### config.mk
export PLATFORM = sky130hd
export DESIGN_NAME = mark_score_flat
export DESIGN_NICKNAME = d
export VERILOG_FILES = /design/src/rtl/mark_score_pkg.sv /design/src/rtl/mark_score_if.sv /design/src/rtl/mark_edge.sv /design/src/rtl/mark_score.sv /design/src/flat_wrapper.sv
export SDC_FILE = /design/constraint.sdc
export NUM_CORES = 1
export LEC_CHECK = 0
export BUFFER_PORTS_ARGS = -buffer_cell sky130_fd_sc_hd__buf_2
export CORE_AREA = 2 2 39 41
export CTS_BUF_LIST = sky130_fd_sc_hd__clkbuf_8
export DETAILED_ROUTE_END_ITERATION = 16
export DIE_AREA = 0 0 41 43
export GPL_ROUTABILITY_DRIVEN = 0
export PLACE_DENSITY = 0.73
export RECOVER_POWER = 100
export SLEW_MARGIN = 20
export SYNTH_ARGS = -nofsm -noshare
export SYNTH_HDL_FRONTEND = slang
export SYNTH_SLANG_ARGS = --single-unit
### constraint.sdc
create_clock -name clk -period 2.5 [get_ports clk]
set_input_delay 0.5 -clock clk [delete_from_list [all_inputs] [get_ports clk]]
set_output_delay 0.5 -clock clk [all_outputs]
set_load 0.005 [all_outputs]
### src/rtl/mark_score_pkg.sv
// Shared game package: score width, default winning score, score type and
// the saturating-increment helper used by the score counters.
package mark_score_pkg;

  localparam int unsigned SCORE_W       = 4;
  localparam int unsigned WIN_SCORE_DEF = 9;

  // Score type, also consumed by the score display decoder.
  typedef logic [SCORE_W-1:0] score_t;

  // Advance a score by one when requested, never passing the limit.
  function automatic score_t sat_inc(input score_t s, input logic inc, input score_t lim);
    score_t r;
    r = s;
    if (inc && (s < lim)) begin
      r = s + score_t'(1);
    end
    return r;
  endfunction

endpackage

### src/rtl/mark_score_if.sv
// Collision inputs and score/win outputs of the scoring block.
// master: ball-motion side driving collisions and watching the score.
// slave : the scoring block itself.
interface mark_score_if;
  import mark_score_pkg::*;

  logic   Lftcollision;
  logic   Rgtcollision;
  score_t Lftscore;
  score_t Rgtscore;
  logic   Lftwin;
  logic   Rgtwin;

  modport master (
    output Lftcollision,
    output Rgtcollision,
    input  Lftscore,
    input  Rgtscore,
    input  Lftwin,
    input  Rgtwin
  );

  modport slave (
    input  Lftcollision,
    input  Rgtcollision,
    output Lftscore,
    output Rgtscore,
    output Lftwin,
    output Rgtwin
  );

endinterface

### src/rtl/mark_edge.sv
// Single-bit rising-edge detector. History resets to 1 so that an input
// already high around reset does not register an edge until it has been low.
module mark_edge (
  input  logic clk,
  input  logic reset,
  input  logic d,
  output logic rise
);

  logic hist;

  // Track the input value seen at the previous clock edge.
  always_ff @(posedge clk or posedge reset) begin
    if (reset) begin
      hist <= 1'b1;
    end else begin
      hist <= d;
    end
  end

  assign rise = d & ~hist;

endmodule

### src/rtl/mark_score.sv
// Point scoring for the two-player game. A left-wall collision edge scores
// for the right player and vice versa; scores saturate at WIN_SCORE, which
// latches the matching win flag and freezes both scores until reset.
module mark_score
  import mark_score_pkg::*;
#(
  parameter int unsigned WIN_SCORE = WIN_SCORE_DEF
) (
  input  logic        clk,
  input  logic        reset,
  mark_score_if.slave bus
);

  localparam score_t WIN = score_t'(WIN_SCORE);

  logic   lft_rise;
  logic   rgt_rise;
  logic   game_over;
  score_t lft_q;
  score_t rgt_q;
  score_t lft_d;
  score_t rgt_d;
  logic   lftwin_q;
  logic   rgtwin_q;

  mark_edge u_lft_edge (
    .clk   (clk),
    .reset (reset),
    .d     (bus.Lftcollision),
    .rise  (lft_rise)
  );

  mark_edge u_rgt_edge (
    .clk   (clk),
    .reset (reset),
    .d     (bus.Rgtcollision),
    .rise  (rgt_rise)
  );

  assign game_over = lftwin_q | rgtwin_q;

  // Next scores: a left-wall hit credits the right player and vice versa.
  always_comb begin
    lft_d = sat_inc(lft_q, rgt_rise & ~game_over, WIN);
    rgt_d = sat_inc(rgt_q, lft_rise & ~game_over, WIN);
  end

  // Win flags come from the next score so they land on the same edge as it.
  always_ff @(posedge clk or posedge reset) begin
    if (reset) begin
      lft_q    <= '0;
      rgt_q    <= '0;
      lftwin_q <= 1'b0;
      rgtwin_q <= 1'b0;
    end else begin
      lft_q    <= lft_d;
      rgt_q    <= rgt_d;
      lftwin_q <= lftwin_q | (lft_d == WIN);
      rgtwin_q <= rgtwin_q | (rgt_d == WIN);
    end
  end

  assign bus.Lftscore = lft_q;
  assign bus.Rgtscore = rgt_q;
  assign bus.Lftwin   = lftwin_q;
  assign bus.Rgtwin   = rgtwin_q;

endmodule

### src/flat_wrapper.sv
// flat-port wrapper written by rule: the top's interface ports become plain ports
module mark_score_flat import mark_score_pkg::*;
#(
  parameter int unsigned WIN_SCORE = WIN_SCORE_DEF
)
  (clk, reset, bus_Lftcollision, bus_Rgtcollision, bus_Lftscore, bus_Rgtscore, bus_Lftwin, bus_Rgtwin);
  mark_score_if bus_i ();
  input  logic clk;
  input  logic reset;
  input wire logic [$bits(bus_i.Lftcollision)-1:0] bus_Lftcollision;
  input wire logic [$bits(bus_i.Rgtcollision)-1:0] bus_Rgtcollision;
  output wire logic [$bits(bus_i.Lftscore)-1:0] bus_Lftscore;
  output wire logic [$bits(bus_i.Rgtscore)-1:0] bus_Rgtscore;
  output wire logic [$bits(bus_i.Lftwin)-1:0] bus_Lftwin;
  output wire logic [$bits(bus_i.Rgtwin)-1:0] bus_Rgtwin;
  assign bus_i.Lftcollision = bus_Lftcollision;
  assign bus_i.Rgtcollision = bus_Rgtcollision;
  assign bus_Lftscore = bus_i.Lftscore;
  assign bus_Rgtscore = bus_i.Rgtscore;
  assign bus_Lftwin = bus_i.Lftwin;
  assign bus_Rgtwin = bus_i.Rgtwin;
  mark_score #(.WIN_SCORE(WIN_SCORE)) u_core (.clk(clk), .reset(reset), .bus(bus_i));
endmodule
Word-level counts from Yosys, hierarchy flattened --
Cells that the tools add are included. W data, S select, Z words.
Storage, ports and cells: flip-flop bits (word level) 12, output and inout port bits 10
Cells by class: add/subtract/negate cells 2, $lt $le $gt $ge 2, eq/ne operators 2, mux-type cells 2, bitwise gates (word level) 10, reduce and logical (&&, ||, !) cells 2
Operators with widths (count):
- $add A4 B1 Y4 const B | 2
- $eq A4 B4 Y1 const B | 2
- $lt A4 B4 Y1 const B | 2
- $mux W4 | 2
- $and A1 B1 Y1 | 4
- $not A1 Y1 | 3
- $or A1 B1 Y1 | 3
- $logic_and A1 B1 Y1 | 2

Logic depth before layout (Yosys ltp) --
Gate-level depths: netlist of run 1.
word-level depth 7, mapped depth 6

Cells and area by module --
Synthesis of run 1 repeated with hierarchy kept, for this count alone.
Second synthesis, totals: cell total of the unflattened synthesis 54, area total of the unflattened synthesis 706.9 µm²
Modules (own cells, without submodules):
- mark_score | times used 1, cells each 48, area each 619.3 µm²
- mark_edge | times used 2, cells each 3, area each 43.8 µm²

Worst setup path before layout of run 1 --
OpenSTA, ideal clock, no wires.
path type reg-to-reg, start register u_core.lftwin_q, in the netlist u_core.bus.Lftwin, end register u_core.rgtwin_q, in the netlist u_core.bus.Rgtwin, library setup time 0.120 ns, arrival time 1.402 ns, path slack 0.978 ns, stages on the path, launching flop included 5, path buffers 0, period minus slack after synthesis 1.522 ns, cells stage by stage dfrtp_1 > nor4b_4 > nand3_1 > mux2_1 > a41o_1
On the way: longest elaborated chain between the ends 7
RTL lines:
- start: declaration | line mark_score.sv:23 | logic lftwin_q;
- start signal: assignment | line mark_score.sv:58 | lftwin_q <= lftwin_q | (lft_d == WIN);
- $or A1 B1 Y1 | line mark_score.sv:40 | assign game_over = lftwin_q | rgtwin_q;
- $not A1 Y1 | line mark_score.sv:45 | rgt_d = sat_inc(rgt_q, lft_rise & ~game_over, WIN);
- $and A1 B1 Y1 | line mark_score.sv:45
- $logic_and A1 B1 Y1 | line mark_score_pkg.sv:15 | if (inc && (s < lim)) begin
- $mux W4 | line mark_score_pkg.sv:15
- $eq A4 B4 Y1 | line mark_score.sv:59 | rgtwin_q <= rgtwin_q | (rgt_d == WIN);
- $or A1 B1 Y1 | line mark_score.sv:59
- end signal: assignment | line mark_score.sv:59
- end: declaration | line mark_score.sv:24 | logic rgtwin_q;
No other way between the ends.

Worst setup path after layout of run 1 --
start register u_core.lftwin_q, in the netlist u_core.bus.Lftwin, end register u_core.lftwin_q, in the netlist u_core.bus.Lftwin
On the way: longest elaborated chain between the ends 7
RTL lines:
- $or A1 B1 Y1 | line mark_score.sv:40
- $not A1 Y1 | line mark_score.sv:44 | lft_d = sat_inc(lft_q, rgt_rise & ~game_over, WIN);
- $and A1 B1 Y1 | line mark_score.sv:44
- $logic_and A1 B1 Y1 | line mark_score_pkg.sv:15
- $mux W4 | line mark_score_pkg.sv:15
- $eq A4 B4 Y1 | line mark_score.sv:58
- $or A1 B1 Y1 * | line mark_score.sv:58
Every way passes the cells marked *; elsewhere a longest branch is shown, timed or not.

==> results of run 1 <==
## power groups by stage
stage	clock network, µW	logic, µW	registers [µW]
2_1_floorplan	0	252	371
3_3_place_gp	0	349	393
3_5_place_dp	0	358	395
4_1_cts	178	363	393
5_1_grt	189	403	407
6_report	171	347	390
## sequential cells by signal, indices dropped and copies added (netlist names)
name                    cells
u_core.bus.Rgtscore         4
u_core.u_lft_edge.hist      1
u_core.u_rgt_edge.hist      1
u_core.bus.Lftscore         4
u_core.bus.Lftwin           1
u_core.bus.Rgtwin           1
## logic make-up after synthesis
group | share of synthesized area, %
xor+xnor | 4.016
simple gates | 16.82
buf+inv | 4.015
mux | 4.971
compound gates | 16.25
flops | 46.27
fa+ha+maj | 7.648
## per-layer routing
metal	global-route usage (%)	vias up
li1	-	237
met3	10.47	2
met1	24.41	233
met4	4.667	0
met2	22.19	12
met5	0	-
## cell usage in the layout, fill, tap and decap left out
master / n
sky130_fd_sc_hd__a21boi_4: 1
sky130_fd_sc_hd__nor4b_4: 1
sky130_fd_sc_hd__o21ai_1: 1
sky130_fd_sc_hd__buf_1: 1
sky130_fd_sc_hd__o31ai_1: 1
sky130_fd_sc_hd__buf_2: 8
sky130_fd_sc_hd__clkbuf_1: 4
sky130_fd_sc_hd__o21ai_0: 1
sky130_fd_sc_hd__a41o_1: 3
sky130_fd_sc_hd__mux2i_1: 1
sky130_fd_sc_hd__xnor2_1: 3
sky130_fd_sc_hd__nor4b_1: 1
sky130_fd_sc_hd__inv_1: 7
sky130_fd_sc_hd__nor2_1: 4
sky130_fd_sc_hd__nor3_1: 1
sky130_fd_sc_hd__nand2b_1: 1
sky130_fd_sc_hd__a221oi_1: 1
sky130_fd_sc_hd__mux2_1: 2
sky130_fd_sc_hd__a21oi_1: 1
sky130_fd_sc_hd__nor2b_1: 2
sky130_fd_sc_hd__ha_1: 4
sky130_fd_sc_hd__nand3b_1: 1
sky130_fd_sc_hd__clkbuf_8: 3
sky130_fd_sc_hd__a41oi_1: 1
sky130_fd_sc_hd__a31oi_1: 1
sky130_fd_sc_hd__dfstp_2: 2
sky130_fd_sc_hd__dfrtp_1: 10
sky130_fd_sc_hd__nand2_1: 4
sky130_fd_sc_hd__nand3_1: 2
sky130_fd_sc_hd__a21boi_0: 1
## worst paths after layout
path,start,to,slack [ns]
min,reset,u_core.bus.Lftscore[0]$_DFF_PP0_,0.26
max reg2reg,u_core.bus.Lftwin$_DFF_PP0_,u_core.bus.Lftwin$_DFF_PP0_,0.77
max,u_core.bus.Lftwin$_DFF_PP0_,u_core.bus.Lftwin$_DFF_PP0_,0.77
min reg2reg,u_core.bus.Rgtscore[2]$_DFF_PP0_,u_core.bus.Rgtscore[2]$_DFF_PP0_,0.53
min in group clk,bus_Lftcollision,u_core.u_lft_edge.hist$_DFF_PP1_,0.36
max in group asynchronous,reset,u_core.u_rgt_edge.hist$_DFF_PP1_,1.91
## worst max-delay path: stages, from the launching register on
cell                       delay (ns)
sky130_fd_sc_hd__dfrtp_1         0.45
sky130_fd_sc_hd__nor4b_1         0.50
sky130_fd_sc_hd__a21boi_4        0.36
sky130_fd_sc_hd__mux2i_1         0.21
sky130_fd_sc_hd__a21oi_1         0.08
## cell type report
type / count / area (µm²) / share of cell area (%)
clock buffer: 3 / 41.29 / 5.401
inverter: 6 / 22.52 / 2.946
timing repair buffer: 13 / 58.81 / 7.692
multi-input combinational: 39 / 315.3 / 41.24
sequential: 12 / 302.8 / 39.61
tap: 16 / 20.02 / 2.619
clock inverter: 1 / 3.754 / 0.4910
## stage by stage
| step | hold slack [ns] | instances |
|---|---|---|
| 5_1_grt | 0.3001 | 90 |
| 2_1_floorplan | 0.3633 | 58 |
| 3_3_place_gp | 0.5240 | 86 |
| 6_report | 0.2566 | 90 |
| 4_1_cts | 0.2721 | 90 |
| 3_5_place_dp | 0.5205 | 86 |
==> flow_summary_export.csv, run 1 <==
group,metric,value,unit
outcome,outcome,"finished, final reports clean",
detailed_routing,route.layer.met1.wl,535,µm
sta,rsz0062_at_grt,"no",
sta,period_minus_slack,1.727,ns
floorplanning,floorplan.initialDensity,47.29,%
global_routing,grt.total_usage,17.35,%
synth,postSynth.topFlopCell,"sky130_fd_sc_hd__dfrtp_1",
global_routing,grt_max_degree,13,
sta,final.setup_skew,0.001791,ns
global_routing,grt_pass1_vias,441,
final_layout,layout.filler_cells,137,
detailed_routing,via_per_inst,5.378,
synth,synthCells,58,
worst_setup_path,timing.critical_path.from_type,"register",
synth,sequential_share_of_the_synthesized_area,46.27,%
pwr,power.internal,554.4,µW
clock_network,postCtsSetupRepairBufs,0,
synth,synth.distinct_cells,26,
clock_network,cts_buffers,3,
detailed_routing,wire_per_inst,12.69,µm
clock_network,cts_hold_repair.buffers,0,
detailed_routing,met2_length,524,µm
detailed_routing,drc,0,
detailed_routing,routed_wl,1142,µm
pwr,finalPower,908.4,µW
sta,setup_viol_count_final,0,
clock_network,clock_latency,0.23,ns
detailed_routing,detail_route.first_pass.iterations,4,
pwr,static-leakage-power,0.0003426,µW
sta,postLayoutSetupSlackWorst,0.7735,ns
clock_network,cts_sinks,12,
synth,synth_edf_count,0,
final_layout,area_growth_syn_to_layout,16.83,%
detailed_routing,route.top_layer_used,"met4",
detailed_routing,drt.antenna.violating_nets,0,
worst_setup_path,required_time_of_the_worst_setup_path,2.61,ns
sta,highest_clock_frequency_the_design_can_meet,0.5792,GHz
floorplanning,die_y,43,µm
synth,yosys-top-cells-area,"sky130_fd_sc_hd__dfrtp_1 (38%), sky130_fd_sc_hd__dfstp_2 (8.0%), sky130_fd_sc_hd__ha_1 (7.6%)",
worst_setup_path,arrival,1.83,ns
global_routing,grt_first_pass_wirelength,2014,µm
detailed_routing,met3_length,72,µm
final_layout,fin_util,55.24,%
clock_network,post_cts_resize_count,0,
detailed_routing,drt_iter0_drc,7,
final_layout,final_layout_size_suffix_gt1_share,20.27,%
global_routing,globalRouteOverflowTotal,0,
sta,relSlewSlack,67.23,%
sta,max_slew.worst_pin.slew,0.4847,ns
floorplanning,core_region_area,1384,µm²
synth,synth-seq-cells,12,
floorplanning,die-area,1763,µm²
global_routing,antenna_found_initial,0,
worst_setup_path,endpoint_kind,"register",
place,post-dp-hpwl,854.6,µm
pwr,power_frac_comb,38.2,%
sta,hold_violations,0,
clock_network,clk_path_buf_depth,2,
final_layout,final_area,764.5,µm²
synth,post_synth_most_frequent_cells,"sky130_fd_sc_hd__dfrtp_1 (10), sky130_fd_sc_hd__inv_1 (6), sky130_fd_sc_hd__ha_1 (4), sky130_fd_sc_hd__nand2_1 (4), sky130_fd_sc_hd__nor2_1 (4)",
final_layout,nNetsFinal,83,
worst_setup_path,worst-path-max-fanout,7,
floorplanning,pin_count,14,
worst_setup_path,criticalPathCategory,"register to register",
sta,drv_slew,0,
place,dpl_ws,0.7828,ns
synth,syn_nets,66,
pwr,ir_worst_vdd,0.5528,mV
sta,tns,0,ns
synth,post-synth-top-area-cell,"sky130_fd_sc_hd__dfrtp_1",
sta,final.period_utilization,69.06,%
detailed_routing,vias,484,
min_path,worst_hold_path_type,"input pin to asynchronous set/reset pin",
floorplanning,chipWidth,41,µm
place,postPlaceCellArea,735.7,µm²
synth,syn-cell-area,654.4,µm²
place,port-buffer-count,13,
worst_setup_path,rr_worst_depth,4,
synth,yosysWarningCount,0,
clock_network,clkTransAtPathRegs,0.05,ns
clock_network,clock_tree.htree_level_count,1,
synth,yosys.area.top_type_share,38.24,%
pwr,switchingPower,354.0,µW
floorplanning,core.rowCount,14,
pwr,clock_power_share,18.8,%
synth,async_flop_share,100.0,%
pwr,p_seq_share,42.9,%
final_layout,num_antenna_cells,0,
synth,synthMostInstantiatedCell,"sky130_fd_sc_hd__dfrtp_1",
clock_network,clk_root_buffer_cell,"sky130_fd_sc_hd__clkbuf_8",
pwr,netSwitchingFraction,38.97,%
synth,syn-mean-instance-area,11.28,µm²
job,count_of_max_cap_constraint_violations,0,
pwr,power_density,1188,nW/µm²
clock_network,cts_tree,"built",
Note: power is estimated with default switching activity, not from simulation.
==> run 2, diff against run 1 <==
Clock period 2.5 ns to 1.59 ns, I/O delays scaled along.
==> run 2 against run 1 <==
Register-to-register slack worse by 0.76 ns. Routed wire length is 19% higher. Final cell count grew 8.9%. Critical endpoint is now u_core.bus.Rgtwin$_DFF_PP0_. Highest routed layer unchanged.
==> flow_summary_export.csv, run 2 (same netlist as run 1, synthesis figures left out) <==
group,metric,value,unit
outcome,outcome,"finished, final reports clean",
final_layout,final_layout_size_suffix_gt1_share,35.37,%
worst_setup_path,required_time_of_the_worst_setup_path,1.72,ns
global_routing,grt_pass1_vias,499,
place,dp_cells,92,
detailed_routing,drt.antenna.violating_nets,0,
clock_network,cts_buffers,3,
detailed_routing,vias,514,
final_layout,num_antenna_cells,0,
sta,worst_hold_slack,0.08351,ns
detailed_routing,routed_wl,1354,µm
place,dpl_ws,0.05222,ns
global_routing,grt_max_degree,13,
worst_setup_path,criticalPathCategory,"register to register",
clock_network,clock_latency,0.24,ns
floorplanning,core_region_area,1384,µm²
sta,final.setup_skew,0.001990,ns
final_layout,commonest_cells_after_routing_fill_and_taps_aside,"sky130_fd_sc_hd__buf_2 (12), sky130_fd_sc_hd__dfrtp_1 (10), sky130_fd_sc_hd__inv_1 (6), sky130_fd_sc_hd__buf_4 (6)",
global_routing,grt_first_pass_wirelength,2159,µm
worst_setup_path,endpoint_kind,"register",
sta,max_slew.worst_pin.slew,0.4753,ns
place,postPlaceCellArea,780.7,µm²
worst_setup_path,arrival,1.70,ns
final_layout,area_growth_syn_to_layout,30.59,%
detailed_routing,detail_route.first_pass.iterations,4,
final_layout,layout.filler_cells,109,
final_layout,final_area,854.6,µm²
final_layout,non_filler_cells_in_the_finished_layout,98,
job,count_of_max_cap_constraint_violations,0,
detailed_routing,drc,0,
floorplanning,chipWidth,41,µm
floorplanning,core.rowCount,14,
final_layout,layout_commonest_cell,"sky130_fd_sc_hd__buf_2",
sta,period_minus_slack,1.577,ns
worst_setup_path,worst-path-max-fanout,5,
clock_network,cts_tree,"built",
sta,relSlewSlack,68.28,%
sta,highest_clock_frequency_the_design_can_meet,0.6341,GHz
min_path,worst_hold_path_type,"input pin to asynchronous set/reset pin",
place,post-dp-hpwl,887.8,µm
clock_network,clkTransAtPathRegs,0.05,ns
sta,tns,0,ns
clock_network,clock_tree.htree_level_count,1,
detailed_routing,drt_iter0_drc,7,
pwr,ir_worst_vdd,0.9062,mV
detailed_routing,via_per_inst,5.245,
floorplanning,pin_count,14,
global_routing,antenna_found_initial,0,
floorplanning,die-area,1763,µm²
final_layout,nNetsFinal,91,
detailed_routing,wire_per_inst,13.82,µm
clock_network,clk_root_buffer_cell,"sky130_fd_sc_hd__clkbuf_8",
clock_network,clk_path_buf_depth,2,
pwr,static-leakage-power,0.0004024,µW
sta,hold_violations,0,
worst_setup_path,timing.critical_path.from_type,"register",
pwr,power_density,1881,nW/µm²
sta,setup_viol_count_final,0,
floorplanning,floorplan.initialDensity,47.29,%
worst_setup_path,rr_worst_depth,4,
place,port-buffer-count,13,
sta,final.period_utilization,99.19,%
sta,postLayoutSetupSlackWorst,0.01289,ns
sta,drv_slew,0,
floorplanning,die_y,43,µm
global_routing,grt.total_usage,18.49,%
global_routing,globalRouteOverflowTotal,0,
clock_network,cts_hold_repair.buffers,0,
clock_network,cts_sinks,12,
==> run 2: where the power goes <==
group          internal (µW)  switching (µW)  total (µW)
registers                426             163         590
clock network            219             113         332
logic                    343             343         686
==> run 2: layer usage <==
metal | share of wire, % | vias up | GRT usage, %
li1 | - | 253 | -
met1 | 46 | 250 | 24.15
met2 | 49 | 9 | 27.81
met3 | 4.1 | 2 | 4.712
met4 | 0.81 | 0 | 8.000
met5 | 0 | - | 0
==> run 2: repair_timing <==
| item | in CTS | in global routing |
|---|---|---|
| gates resized for setup | 0 | 3 |
| hold endpoints to repair | 0 | 0 |
| setup endpoints to repair | 0 | 2 |
| buffers inserted | 0 | 2 |
==> run 2: area by class of cell <==
class | count | area [µm²] | area share [%]
Clock buffer | 4 | 55.05 | 6.442
Inverter | 6 | 22.52 | 2.635
Multi-Input combinational cell | 39 | 337.8 | 39.53
Sequential cell | 12 | 302.8 | 35.43
Tap cell | 16 | 20.02 | 2.343
Timing Repair Buffer | 21 | 116.4 | 13.62
==> run 2: per-stage QoR <==
step	utilization (%)	total power, µW
4_1_cts	60.40	1601
6_report	61.75	1608
5_1_grt	61.75	1724
3_3_place_gp	56.42	1233
2_1_floorplan	-	979.0
3_5_place_dp	56.42	1252
==> run 2: path summary, 6_finish.rpt <==
check / start / to / slack [ns]
min in group clk: bus_Rgtcollision / u_core.u_rgt_edge.hist$_DFF_PP1_ / 0.18
max in group asynchronous: reset / u_core.u_rgt_edge.hist$_DFF_PP1_ / 1.16
setup reg to reg: u_core.bus.Lftwin$_DFF_PP0_ / u_core.bus.Rgtwin$_DFF_PP0_ / 0.01
setup / recovery: u_core.bus.Lftwin$_DFF_PP0_ / u_core.bus.Rgtwin$_DFF_PP0_ / 0.01
hold reg to reg: u_core.bus.Rgtscore[2]$_DFF_PP0_ / u_core.bus.Rgtscore[2]$_DFF_PP0_ / 0.54
hold / removal: reset / u_core.bus.Lftscore[2]$_DFF_PP0_ / 0.08
==> run 2: worst max-delay path, cell delays in order (launching register included) <==
cell and delay (ns):
sky130_fd_sc_hd__dfrtp_1 0.46, sky130_fd_sc_hd__nor4b_4 0.38, sky130_fd_sc_hd__nand3_1 0.14, sky130_fd_sc_hd__mux2_4 0.31, sky130_fd_sc_hd__a41o_1 0.17
==> run 3, diff against run 2 <==
Settings changed: CORE_AREA 2 2 39 41 to default, CORE_MARGIN from default to 2, CORE_UTILIZATION from default to 50, DIE_AREA 0 0 41 43 to default, PLACE_DENSITY 0.73 to 0.74.
==> run 3 against run 2 <==
Via count grew 3.5%. Sequential power shrank 3%. Clock power grew 2%. Critical path type unchanged.
==> flow_summary_export.csv, run 3 (same netlist as run 1, synthesis figures left out) <==
group,metric,value,unit
outcome,outcome,"finished, final reports clean",
pwr,power_density,1939,nW/µm²
worst_setup_path,worst-path-max-fanout,4,
final_layout,multi_input_area,351.6,µm²
sta,postLayoutSetupSlackWorst,0.05604,ns
sta,hold_violations,0,
floorplanning,chipWidth,40.18,µm
detailed_routing,detail_route.first_pass.iterations,4,
pwr,power.internal,1062,µW
final_layout,final_layout_size_suffix_gt1_share,45.78,%
worst_setup_path,criticalPathCategory,"register to register",
sta,max_slew.worst_pin.slew,0.4673,ns
floorplanning,floorplan.initialDensity,52.25,%
global_routing,grt_first_pass_wirelength,2063,µm
detailed_routing,routed_wl,1426,µm
clock_network,cts_tree,"built",
pwr,ir_worst_vdd,1.123,mV
floorplanning,core_region_area,1252,µm²
final_layout,final_area,885.9,µm²
clock_network,cts_buffers,3,
min_path,worst_hold_path_type,"input pin to asynchronous set/reset pin",
detailed_routing,vias,532,
worst_setup_path,arrival,1.67,ns
sta,final.period_utilization,96.48,%
final_layout,area_growth_syn_to_layout,35.37,%
final_layout,layout.filler_cells,82,
global_routing,grt.total_usage,21.33,%
detailed_routing,drt_iter0_drc,5,
floorplanning,pin_count,14,
clock_network,clkTransAtPathRegs,0.05,ns
clock_network,clock_latency,0.25,ns
pwr,static-leakage-power,0.0004182,µW
sta,drv_slew,0,
floorplanning,core.rowCount,13,
clock_network,cts_hold_repair.buffers,0,
final_layout,commonest_cells_after_routing_fill_and_taps_aside,"sky130_fd_sc_hd__buf_2 (13), sky130_fd_sc_hd__buf_4 (9), sky130_fd_sc_hd__dfrtp_1 (8)",
pwr,netSwitchingFraction,38.17,%
clock_network,cts_sinks,12,
floorplanning,die-area,1614,µm²
final_layout,sequential_cell_area,305.3,µm²
global_routing,globalRouteOverflowTotal,0,
sta,setup_viol_count_final,0,
detailed_routing,via_per_inst,5.429,
final_layout,nNetsFinal,92,
place,postPlaceCellArea,779.5,µm²
detailed_routing,wire_per_inst,14.55,µm
pwr,switchingPower,655.7,µW
detailed_routing,drc,0,
place,port-buffer-count,13,
sta,rsz0062_at_grt,"yes",
pwr,clock_power_share,19.8,%
floorplanning,die_y,40.18,µm
final_layout,num_antenna_cells,0,
worst_setup_path,timing.critical_path.from_type,"register",
worst_setup_path,worstPathCellList,"nor4b_4, nand3_1, mux2_4, a41o_1",
place,post-dp-hpwl,958.4,µm
detailed_routing,drt.antenna.violating_nets,0,
clock_network,clk_root_buffer_cell,"sky130_fd_sc_hd__clkbuf_8",
worst_setup_path,required_time_of_the_worst_setup_path,1.72,ns
global_routing,grt_pass1_vias,473,
worst_setup_path,critical-path-slowest-cell,"sky130_fd_sc_hd__dfrtp_2",
clock_network,clk_path_buf_depth,2,
worst_setup_path,endpoint_kind,"register",
sta,highest_clock_frequency_the_design_can_meet,0.6519,GHz
global_routing,antenna_found_initial,0,
final_layout,layout_commonest_cell,"sky130_fd_sc_hd__buf_2",
sta,period_minus_slack,1.534,ns
job,count_of_max_cap_constraint_violations,0,
clock_network,clock_tree.htree_level_count,1,
sta,final.setup_skew,0.002887,ns
sta,relSlewSlack,68.81,%
global_routing,grt_max_degree,13,
worst_setup_path,critical-path-max-stage-delay,0.45,ns
place,dpl_ws,-0.04075,ns
pwr,power_frac_comb,46.9,%
pwr,p_seq_share,33.3,%
run 3: cell types whose count changed in the layout (fill, tap and decap cells not counted), sizes merged:
cell and delta:
clkbuf -3, buf +4
run 3: layout make-up:
type                            count  area share [%]
Multi-Input combinational cell     39           39.69
Sequential cell                    12           34.46
Timing Repair Buffer               22           14.97
Clock buffer                        4           6.215
Inverter                            6           2.542
Tap cell                           15           2.119
run 3: final timing paths:
path	start	to	slack, ns	depth (start not counted)
min in group clk	bus_Rgtcollision	u_core.u_rgt_edge.hist$_DFF_PP1_	0.18	1
min	reset	u_core.bus.Rgtscore[3]$_DFF_PP0_	0.07	2
min reg2reg	u_core.bus.Rgtscore[2]$_DFF_PP0_	u_core.bus.Rgtscore[2]$_DFF_PP0_	0.53	1
max	u_core.bus.Lftwin$_DFF_PP0_	u_core.bus.Rgtwin$_DFF_PP0_	0.06	4
max reg2reg	u_core.bus.Lftwin$_DFF_PP0_	u_core.bus.Rgtwin$_DFF_PP0_	0.06	4
max in group asynchronous	reset	u_core.bus.Rgtwin$_DFF_PP0_	1.17	2
run 3: stage by stage:
| step | TNS, ns | std cells | utilization, % | hold WS, ns | total power [µW] |
|---|---|---|---|---|---|
| after floorplan | 0 | 58 | - | 0.1813 | 979.0 |
| after global placement | -0.03350 | 91 | 62.24 | 0.3504 | 1270 |
| after detailed placement | -0.04075 | 91 | 62.24 | 0.3453 | 1289 |
| after CTS | 0 | 96 | 68.03 | 0.08525 | 1654 |
| after global routing | -0.02376 | 98 | 70.73 | 0.1075 | 1851 |
| final | 0 | 98 | 70.73 | 0.07181 | 1718 |
run 3: worst max-delay path, delay by kind of cell (launching register included):
family / cells / cell delay, ns
AOI/OAI and AO/OA: 1 / 0.18
DFF: 1 / 0.45
muxes: 1 / 0.32
and+or+nand+nor: 2 / 0.47
run 3: power groups by stage:
| stage | sequential (µW) | clock [µW] | combinational (µW) |
|---|---|---|---|
| floorplan | 583 | 0 | 396 |
| global placement | 556 | 0 | 715 |
| detailed placement | 566 | 0 | 723 |
| CTS | 566 | 340 | 748 |
| global route | 587 | 366 | 899 |
| finish | 572 | 340 | 805 |
run 3: metal layers:
metal	GRT usage (%)	vias to the layer above	routed length, µm
li1	-	255	-
met1	25.17	261	619
met2	31.05	12	696
met3	8.333	4	68
met4	15.83	0	42
met5	0	-	0
run 3: timing repair:
item,CTS,global route
buffers inserted,1,2
resized for setup,2,5
endpoints found under the setup margin,1,2
pin swaps,0,6
